--- src/rtl/core_rf_wr_arbiter.sv ---
// Register-file write-port arbiter: two requesters, each with its own small FIFO.
// Round-robin between the FIFO heads on contention, with a registered write port and a pending-register mask.
module core_rf_wr_arbiter #(
    parameter int DEPTH = 2
) (
    input  logic        clk,
    input  logic        rst,
    input  logic        req0_valid,
    output logic        req0_ready,
    input  logic [4:0]  req0_addr,
    input  logic [31:0] req0_data,
    input  logic        req1_valid,
    output logic        req1_ready,
    input  logic [4:0]  req1_addr,
    input  logic [31:0] req1_data,
    output logic        wr_en,
    output logic [4:0]  wr_addr,
    output logic [31:0] wr_data,
    output logic [31:0] pending_mask
);
    localparam int PW = (DEPTH > 2) ? 2 : 1;
    localparam int CW = PW + 1;

    logic [1:0]    in_valid;
    logic [4:0]    in_addr [2];
    logic [31:0]   in_data [2];
    logic [1:0]    ready;
    logic [1:0]    push;
    logic [1:0]    head_v;
    logic [1:0]    grant;

    logic [4:0]    addr_q [2][DEPTH];
    logic [31:0]   data_q [2][DEPTH];
    logic [PW-1:0] rd_ptr_q [2];
    logic [PW-1:0] rd_ptr_d [2];
    logic [PW-1:0] wr_ptr_q [2];
    logic [PW-1:0] wr_ptr_d [2];
    logic [CW-1:0] count_q [2];
    logic [CW-1:0] count_d [2];
    logic          rr_q, rr_d;
    logic          wr_en_q, wr_en_d;
    logic [4:0]    wr_addr_q, wr_addr_d;
    logic [31:0]   wr_data_q, wr_data_d;

    assign in_valid   = {req1_valid, req0_valid};
    assign in_addr[0] = req0_addr;
    assign in_addr[1] = req1_addr;
    assign in_data[0] = req0_data;
    assign in_data[1] = req1_data;

    // Ready depends only on occupancy, so a write is never accepted on the strength of a same-cycle pop.
    always_comb begin
        for (int n = 0; n < 2; n++) begin
            ready[n]  = !rst && (count_q[n] < CW'(DEPTH));
            push[n]   = in_valid[n] && ready[n] && (in_addr[n] != 5'd0);
            head_v[n] = (count_q[n] != '0);
        end
        grant[0] = head_v[0] && (!head_v[1] || !rr_q);
        grant[1] = head_v[1] && (!head_v[0] || rr_q);
    end

    always_comb begin
        rr_d      = rr_q;
        wr_en_d   = |grant;
        wr_addr_d = wr_addr_q;
        wr_data_d = wr_data_q;
        for (int n = 0; n < 2; n++) begin
            wr_ptr_d[n] = wr_ptr_q[n] + PW'(push[n]);
            rd_ptr_d[n] = rd_ptr_q[n] + PW'(grant[n]);
            count_d[n]  = count_q[n] + CW'(push[n]) - CW'(grant[n]);
        end
        if (grant[0]) begin
            wr_addr_d = addr_q[0][rd_ptr_q[0]];
            wr_data_d = data_q[0][rd_ptr_q[0]];
        end else if (grant[1]) begin
            wr_addr_d = addr_q[1][rd_ptr_q[1]];
            wr_data_d = data_q[1][rd_ptr_q[1]];
        end
        if (&head_v) begin
            rr_d = ~rr_q;
        end
    end

    always_ff @(posedge clk) begin
        if (rst) begin
            for (int n = 0; n < 2; n++) begin
                rd_ptr_q[n] <= '0;
                wr_ptr_q[n] <= '0;
                count_q[n]  <= '0;
            end
            rr_q      <= 1'b0;
            wr_en_q   <= 1'b0;
            wr_addr_q <= 5'd0;
            wr_data_q <= 32'd0;
        end else begin
            for (int n = 0; n < 2; n++) begin
                rd_ptr_q[n] <= rd_ptr_d[n];
                wr_ptr_q[n] <= wr_ptr_d[n];
                count_q[n]  <= count_d[n];
            end
            rr_q      <= rr_d;
            wr_en_q   <= wr_en_d;
            wr_addr_q <= wr_addr_d;
            wr_data_q <= wr_data_d;
        end
    end

    // Entry storage needs no reset; occupancy is tracked by the pointers and counts.
    always_ff @(posedge clk) begin
        for (int n = 0; n < 2; n++) begin
            if (push[n]) begin
                addr_q[n][wr_ptr_q[n]] <= in_addr[n];
                data_q[n][wr_ptr_q[n]] <= in_data[n];
            end
        end
    end

    // A slot is live when its distance from the read pointer is below the occupancy count.
    always_comb begin
        logic [PW-1:0] off;
        off          = '0;
        pending_mask = '0;
        for (int n = 0; n < 2; n++) begin
            for (int s = 0; s < DEPTH; s++) begin
                off = PW'(s) - rd_ptr_q[n];
                if ({1'b0, off} < count_q[n]) begin
                    pending_mask[addr_q[n][s]] = 1'b1;
                end
            end
        end
        pending_mask[0] = 1'b0;
        if (rst) begin
            pending_mask = '0;
        end
    end

    assign req0_ready = ready[0];
    assign req1_ready = ready[1];
    assign wr_en      = wr_en_q;
    assign wr_addr    = wr_addr_q;
    assign wr_data    = wr_data_q;
endmodule

--- config.mk ---
export PLATFORM = sky130hd
export DESIGN_NAME = core_rf_wr_arbiter
export DESIGN_NICKNAME = d
export VERILOG_FILES = /design/src/rtl/core_rf_wr_arbiter.sv
export SDC_FILE = /design/constraint.sdc
export NUM_CORES = 1
export LEC_CHECK = 0
export ABC_AREA = 1
export CORE_MARGIN = 5
export CORE_UTILIZATION = 25
export CTS_CLUSTER_SIZE = 24
export DETAILED_ROUTE_END_ITERATION = 8
export GPL_ROUTABILITY_DRIVEN = 0
export GPL_TIMING_DRIVEN = 0
export PLACE_DENSITY = 0.52
export SETUP_SLACK_MARGIN = 0.02
export SLEW_MARGIN = 20
export SYNTH_ARGS = -nofsm -noshare
export SYNTH_HDL_FRONTEND = slang
export SYNTH_SLANG_ARGS = --single-unit
--- constraint.sdc ---
create_clock -name clk -period 1.9 [get_ports clk]
set_input_delay 0.19 -clock clk [delete_from_list [all_inputs] [get_ports clk]]
set_output_delay 0.19 -clock clk [all_outputs]
set_load 0.01 [all_outputs]
==> Yosys cells after proc, flatten, opt, wreduce, memory -nomap -nowiden <==
Memories as Yosys holds them, arrays and structs flattened.
Cells that the tools add are included.
{ "word_totals": {"ram_bits": 156, "inputBits": 78, "wordCells": 134, "mem_count": 5, "register_bits": 39} }
{ "memory_table": {"columns": ["name", "depth", "word_bits", "read_ports", "rd_ports_with_merged_regs", "wr", "line", "source"], "rows": [
  ["data_q", 2, 64, 2, 0, 2, "33", "logic [31:0] data_q [2][DEPTH];"],
  ["addr_q", 2, 10, 2, 0, 2, "32", "logic [4:0] addr_q [2][DEPTH];"],
  ["count_q", 2, 2, 2, 0, 2, "38", "logic [CW-1:0] count_q [2];"],
  ["rd_ptr_q", 2, 1, 2, 0, 2, "34", "logic [PW-1:0] rd_ptr_q [2];"],
  ["wr_ptr_q", 2, 1, 2, 0, 2, "36", "logic [PW-1:0] wr_ptr_q [2];"]
]} }
{ "op_classes": {"n_addsub": 12, "magnitude_cmp": 20, "bitwise": 14, "mux": 52, "reduce_logical": 27} }
{ "op_table": {"columns": ["op", "count"], "rows": [
  ["two-way mux 32 bit", 15],
  ["two-way mux 64 bit", 2],
  ["OR 32 bit", 3],
  ["demux 32 bit (select 1 bit)", 2],
  ["two-way mux 5 bit", 10],
  ["less-than comparator 5 x 6 -> 1 bit (second input constant)", 4],
  ["demux 1 bit (select 5 bit)", 4],
  [">= comparator 5 x 1 -> 1 bit (second input constant)", 4],
  ["two-way mux 10 bit", 2],
  ["logical AND 1 bit", 14],
  ["two-way mux 1 bit", 13],
  ["demux 5 bit (select 1 bit)", 2],
  ["nonzero test 5 bit", 2],
  [">= comparator 2 bit (second input constant)", 4],
  ["less-than comparator 1 x 2 -> 1 bit", 4],
  ["NOT 1 -> 2 bit", 4],
  ["OR 1 bit", 6],
  ["nonzero test 2 bit", 3],
  ["adder 1 bit", 4],
  ["adder 2 x 1 -> 2 bit", 2],
  ["logical NOT 1 bit", 4],
  ["less-than comparator 2 x 1 -> 1 bit (second input constant)", 2],
  ["less-than comparator 2 bit (second input constant)", 2],
  ["two-way mux 2 bit", 2],
  ["other kinds (6)", 11]
]} }

==> Longest topological paths before layout <==
Gate-level depths: netlist (run 1).
{ "logic_depth": {"ltp_word": 12, "ltp_mapped": 11, "mapped_depth_nobuf": 9} }

==> Worst setup path before layout (run 1) <==
Ideal clock, no wire load.
{ "synth_timing": {"path_type": "reg-to-reg", "from": "memory count_q[0][3] (netlist bit)", "to": "memory addr_q[0][10] (netlist bit), enable pin", "path_stages_with_launch": 5, "synth_period_minus_slack_ns": 2.123, "slack_ns": -0.223, "t_arrival_ns": 1.725, "t_required_ns": 1.502, "cell_sequence": "dfxtp_1 -> nor2_1 -> nand3_1 -> inv_1 -> ha_1"} }
{ "synth_rtl": {"columns": ["element", "line"], "rows": [
  ["start, declared", "38"],
  ["end, declared", "32"]
]} }

==> results.sh, run 1 <==
export IMPL_drc=0
export IMPL_gr_usage_all_layers=0.152
export IMPL_leakagePower_nw=5.48
export IMPL_synthToLayoutAreaGrowth_pct=49.6
export IMPL_critical_path_arrival_ps=1980
export IMPL_cts_buffers=17
export IMPL_worstSetupPathType="flop to primary output"
export IMPL_ir_drop_mv=0.656
export IMPL_r2r_cells=14
export IMPL_synth_seq_cells=195
export IMPL_antenna_found_initial=1
export IMPL_final_area_um2=13500
export IMPL_max_freq_mhz=461
export IMPL_placed_area_um2=11100
export IMPL_htree_levels=4
export IMPL_io_buffers=147
export IMPL_synth_cell_types=29
export IMPL_max_cap_viol_count=0
export IMPL_layout_commonest_cell="nand2_1"
export IMPL_clk_pin_slew_ps=80
export IMPL_reg2reg_from="addr_q[0][16]$_DFFE_PP_"
export IMPL_crit_buf_inv=4
export IMPL_yosysTopAreaCell="edfxtp_1"
export IMPL_yosysWarnings=0
export IMPL_die_w_um=200
export IMPL_cpMostUsedCell="buf_6"
export IMPL_synth_area_per_cell_um2=8.87
export IMPL_gr_total_overflow=0
export IMPL_antenna_cells=0
export IMPL_r2r_slack_ps=80
export IMPL_cp_end_kind="primary output"
export IMPL_start_util=0.254
export IMPL_wl_per_cell_um=18.2
export IMPL_synth_top_area_share=0.492
export IMPL_vias=8261
export IMPL_p_per_area_nw_per_um2=1230
export IMPL_synth_fp_nets=1104
export IMPL_regArea_um2=5400
export IMPL_reg2reg_to="wr_addr[1]$_SDFFE_PP0P_"
export IMPL_slew_headroom=0.522
export IMPL_worst_setup_path_start_kind="flop"
export IMPL_die_y_um=200
export IMPL_clk_latency_ps=440
export IMPL_holdWs_ps=167
export IMPL_setup_tns_ps=-4660
export IMPL_crit_fanout=5
export IMPL_clock_skew_final_ps=10.1
export IMPL_finalNetCount=1375
export IMPL_n_fill_cell=3544
export IMPL_wl_um=32000
export IMPL_cts_sinks=195
export IMPL_ant_nets=0
export IMPL_grt_max_degree=38
export IMPL_netlist_instances=1018
export IMPL_drive_gt1_frac=0.290
export IMPL_synth_seq_area_share=0.597
export IMPL_dieArea_um2=40000
export IMPL_placementRows=69
export IMPL_crit_family="simple AND/OR/NAND/NOR gates"
export IMPL_place_hpwl_um=22000
export IMPL_max_stage_delay_ps=520
export IMPL_fp_coreArea_um2=35600
export IMPL_rsz0062_at_grt="true"
export IMPL_slowest_stage="edfxtp_1"
export IMPL_hp_class="input pin to flop"
export IMPL_required_ps=1710
export IMPL_min_from="rst"
export IMPL_finalCritPeriodShare=1.14
export IMPL_clock_root_buffer="clkbuf_16"
export IMPL_path_cells="buf_6, nor3_4, buf_4, nand4_1, nand3_2, nand2_2, inv_2, buf_6"
export IMPL_hold_depth=2
export IMPL_dr_pass1_iters=5
export IMPL_synth_area_um2=9030
export IMPL_timing_final_ws_setup_ps=-267
export IMPL_run_status="complete, but fails checks"
export IMPL_clk_path_buf_depth=2
export IMPL_violations="setup timing"
export IMPL_multi_input_area_um2=3930
export IMPL_holdPathEnd="rr_q$_SDFFE_PP0P_"
export IMPL_vias_per_cell=4.69
export IMPL_ctsHoldBuffers=0
export IMPL_hold_viol=0
export IMPL_pin_count=150
export IMPL_slew_viol_final=0
export IMPL_setup_violations_final=31
export IMPL_cts_tree="done"
export IMPL_layout_cells_most_common_list="203 x nand2_1, 163 x nor2_1, 148 x edfxtp_1"
export IMPL_timing_final_crit_period_ps=2170
export IMPL_grt_pass1_vias=8198
export IMPL_synth_area_top_cells="edfxtp_1 49%, dfxtp_1 10%, nand3_1 9.5%"
export IMPL_grt_pass1_wl_um=45800
export IMPL_drtIter0Drc=651
export IMPL_worstMarginPinSlew_ps=718
## power breakdown
group | total (mW) | switching, mW | internal (mW)
combinational | 7.28 | 4.33 | 2.94
clock | 3.64 | 1.75 | 1.89
sequential | 5.73 | 0.468 | 5.26
## layout make-up
| type | instances | area share |
|---|---|---|
| plain buffers | 46 | 0.0245 |
| clock buffers | 17 | 0.0315 |
| clock inverters | 15 | 0.0134 |
| inverters | 72 | 0.0211 |
| multi-input cells | 704 | 0.291 |
| flip-flops and latches | 195 | 0.400 |
| well taps | 461 | 0.0427 |
| repair buffers | 253 | 0.176 |
## cells in the mapped netlist (all sizes together)
library cell  count
or2               1
buf              33
xor2              2
ha                8
nor3              5
a21oi            18
inv              71
nand3           172
edfxtp          148
conb              1
o21ai            63
nor2            203
nand4             4
dfxtp            47
clkbuf           14
nand2           227
clkinv            1
## flip-flops by register name (all words and copies together), names as in the netlist
| register | count |
|---|---|
| addr_q | 20 |
| rd_ptr_q | 2 |
| wr_addr | 5 |
| count_q | 4 |
| data_q | 128 |
| wr_data | 32 |
| wr_ptr_q | 2 |
| wr_en | 1 |
| rr_q | 1 |
## layer usage
| layer | GRT usage | vias up | part of all wire |
|---|---|---|---|
| met2 | 0.262 | 352 | 0.48 |
| li1 | - | 3946 | - |
| met4 | 0.0483 | 2 | 0.033 |
| met1 | 0.178 | 3874 | 0.39 |
| met5 | 0 | - | 0.00041 |
| met3 | 0.0532 | 87 | 0.094 |
## worst max path at each step
stage,start,endpoint,slack (ps),depth (start not counted)
2_1_floorplan,count_q[0][3]$_SDFF_PP0_,addr_q[0][10]$_DFFE_PP_,-220,4
6_report,addr_q[0][9]$_DFFE_PP_,pending_mask[4],-270,8
5_1_grt,addr_q[0][7]$_DFFE_PP_,pending_mask[4],-340,8
3_5_place_dp,req0_addr[3],data_q[0][7]$_DFFE_PP_,-520,6
4_1_cts,count_q[0][1]$_SDFF_PP0_,data_q[0][26]$_DFFE_PP_,-300,4
3_3_place_gp,req1_addr[4],data_q[0][109]$_DFFE_PP_,-1080,6
## what timing repair did
item,4_1_cts,5_1_grt
setup buffers,75,40
cloned,1,0
gates resized for setup,307,119
pin swaps,38,47
endpoints found under the setup margin,107,165
## cell families (layout without fill, tap and decap cells)
family          after synthesis  count (layout)  synth area share
compound gates               81              81            0.0462
xor+xnor                      2               2           0.00194
buf+inv                     119             403            0.0602
flops                       195             195             0.597
fa+ha+maj                     8               8            0.0111
simple gates                612             612             0.284
other cells                   1               1          0.000415
## stage by stage
step	power (mW)	utilization	setup WS [ps]	cells
global route	17.8	0.380	-344	1763
global placement	11.8	0.312	-1080	1626
floorplan	9.28	-	-223	1018
detailed placement	11.9	0.313	-518	1628
finish	16.6	0.380	-267	1763
CTS	16.2	0.361	-300	1736
(Power assumes the default switching activity.)
==> run 2, diff against run 1 <==
Settings changed: CAP_MARGIN set to 20, CORE_UTILIZATION 25 to 40, PLACE_DENSITY 0.52 to 0.72.
==> run 2 against run 1 <==
- the run ends with DRC, setup timing left
- sequential power hardly changed
- wire length is 6.0% lower
- maximum frequency is 0.47% higher
- critical endpoint unchanged
- global-route usage is 6.4 points higher
- critical path type unchanged
- clock-buffer cell count is 2 higher
- final cell count is 12% lower
- total power is 2.8% lower
- clock power is 6.6% lower
- flip-flop and latch count stayed put
- hold slack better by 2.1 ps
- cell area is 5.5% lower
- register-to-register slack better by 40 ps
==> results.sh, run 2 (same netlist as run 1, synthesis figures left out) <==
export IMPL_die_w_um=160
export IMPL_io_buffers=147
export IMPL_ctsHoldBuffers=0
export IMPL_layout_commonest_cell="nand2_1"
export IMPL_run_status="complete, but fails checks"
export IMPL_clk_path_buf_depth=2
export IMPL_vias_per_cell=5.48
export IMPL_intPower_mw=9.78
export IMPL_p_per_area_nw_per_um2=1270
export IMPL_wl_um=30100
export IMPL_cp_endpoint="pending_mask[4]"
export IMPL_antenna_cells=0
export IMPL_cpMostUsedCell="buf_6"
export IMPL_setup_violations_final=32
export IMPL_grt_pass1_wl_um=43200
export IMPL_max_stage_delay_ps=490
export IMPL_worstMarginPinSlew_ps=625
export IMPL_holdWs_ps=169
export IMPL_finalNetCount=1343
export IMPL_p_total_mw=16.2
export IMPL_p_switching_mw=6.41
export IMPL_slew_headroom=0.583
export IMPL_timing_final_crit_period_ps=2160
export IMPL_cts_tree="done"
export IMPL_finalCritPeriodShare=1.14
export IMPL_p_sw_frac=0.396
export IMPL_antenna_found_initial=2
export IMPL_pre_cts_ws_ps=-483
export IMPL_slew_viol_final=0
export IMPL_clock_skew_final_ps=11.2
export IMPL_violations="DRC, setup timing"
export IMPL_path_cells="buf_6, nor3_4, nand4_1, nand3_1, nand2_2, inv_2, buf_6"
export IMPL_rsz0062_at_grt="true"
export IMPL_share_comb_of_total_power=0.437
export IMPL_drive_gt1_frac=0.260
export IMPL_ir_drop_mv=0.895
export IMPL_layout_cells_non_filler=1555
export IMPL_required_ps=1710
export IMPL_clk_latency_ps=440
export IMPL_clk_pin_slew_ps=70
export IMPL_vias=8515
export IMPL_reg2reg_from="count_q[0][3]$_SDFF_PP0_"
export IMPL_slowest_stage="edfxtp_1"
export IMPL_r2r_slack_ps=120
export IMPL_clock_power_share=0.210
export IMPL_dr_pass1_iters=9
export IMPL_drtIter0Drc=845
export IMPL_setup_tns_ps=-4650
export IMPL_wl_per_cell_um=19.4
export IMPL_cp_end_kind="primary output"
export IMPL_start_util=0.402
export IMPL_max_cap_viol_count=0
export IMPL_die_y_um=160
export IMPL_synthToLayoutAreaGrowth_pct=41.4
export IMPL_timing_final_ws_setup_ps=-257
export IMPL_cts_buffers=17
export IMPL_critical_path_arrival_ps=1970
export IMPL_worst_setup_path_start_kind="flop"
export IMPL_grt_max_degree=38
export IMPL_final_area_um2=12800
export IMPL_largest_reg_flops=128
export IMPL_hold_viol=0
export IMPL_pin_count=150
export IMPL_max_freq_mhz=464
export IMPL_crit_fanout=4
export IMPL_layout_cells_most_common_list="204 x nand2_1, 157 x nor2_1, 148 x edfxtp_1"
export IMPL_placementRows=55
export IMPL_cts_sinks=195
export IMPL_place_hpwl_um=19300
export IMPL_final_util=0.569
export IMPL_hp_class="input pin to flop"
export IMPL_worstSetupPathType="flop to primary output"
export IMPL_critPathLaunch="addr_q[0][8]$_DFFE_PP_"
export IMPL_placed_area_um2=10900
export IMPL_htree_levels=4
export IMPL_leakagePower_nw=5.24
export IMPL_gr_total_overflow=0
export IMPL_ant_nets=0
export IMPL_fp_coreArea_um2=22400
export IMPL_r2r_cells=10
export IMPL_clock_root_buffer="clkbuf_16"
export IMPL_placed_cells=1452
export IMPL_reg2reg_to="count_q[0][1]$_SDFF_PP0_"
export IMPL_seqPwrFrac=0.353
export IMPL_dieArea_um2=25700
export IMPL_gr_usage_all_layers=0.216
export IMPL_grt_pass1_vias=8132
export IMPL_drc=13
-- run 2: area by class of cell --
cell class / count / area, um^2
fill: 1850 / 9670
clock inverter: 13 / 113
inverter: 72 / 288
sequential: 195 / 5400
clock buffer: 19 / 443
buffer: 46 / 312
timing repair buffer: 221 / 2010
multi-input combinational: 704 / 3840
tap: 285 / 357
-- run 2: power by group through the flow --
stage,registers [mW],clock network (mW),logic [mW]
after global placement,5.72,0,5.82
after floorplan,5.77,0,3.50
final,5.71,3.40,7.08
after global routing,5.74,3.61,7.70
after CTS,5.66,3.43,6.62
after detailed placement,5.72,0,5.96
-- run 2: what timing repair did --
action / CTS / global route
gates cloned: 2 / 0
gates resized for setup: 307 / 74
setup endpoints to repair: 107 / 88
buffers inserted: 52 / 21
pin swaps: 38 / 35
-- run 2: worst min-delay path by stage --
stage,slack [ps],depth (start not counted),startpoint,endpoint
floorplan,290,0,req0_addr[0],addr_q[0][0]$_DFFE_PP_
global placement,460,2,wr_data[1]$_SDFFE_PP0P_,wr_data[1]$_SDFFE_PP0P_
detailed placement,460,2,wr_data[11]$_SDFFE_PP0P_,wr_data[11]$_SDFFE_PP0P_
CTS,140,2,rst,rr_q$_SDFFE_PP0P_
global route,190,2,rst,rr_q$_SDFFE_PP0P_
finish,170,2,rst,rr_q$_SDFFE_PP0P_
-- run 2: critical path, delay by kind of cell, from the launching register on --
kind | cells | cell delay (ps)
buffers and inverters | 3 | 340
flip-flops | 1 | 490
AND/OR/NAND/NOR | 4 | 710
-- run 2: metal layers --
layer	part of all wire	vias to the layer above	global-route usage
met3	0.11	169	0.0730
li1	-	3878	-
met5	0.00080	-	0
met1	0.35	3903	0.241
met2	0.49	561	0.375
met4	0.049	4	0.0939
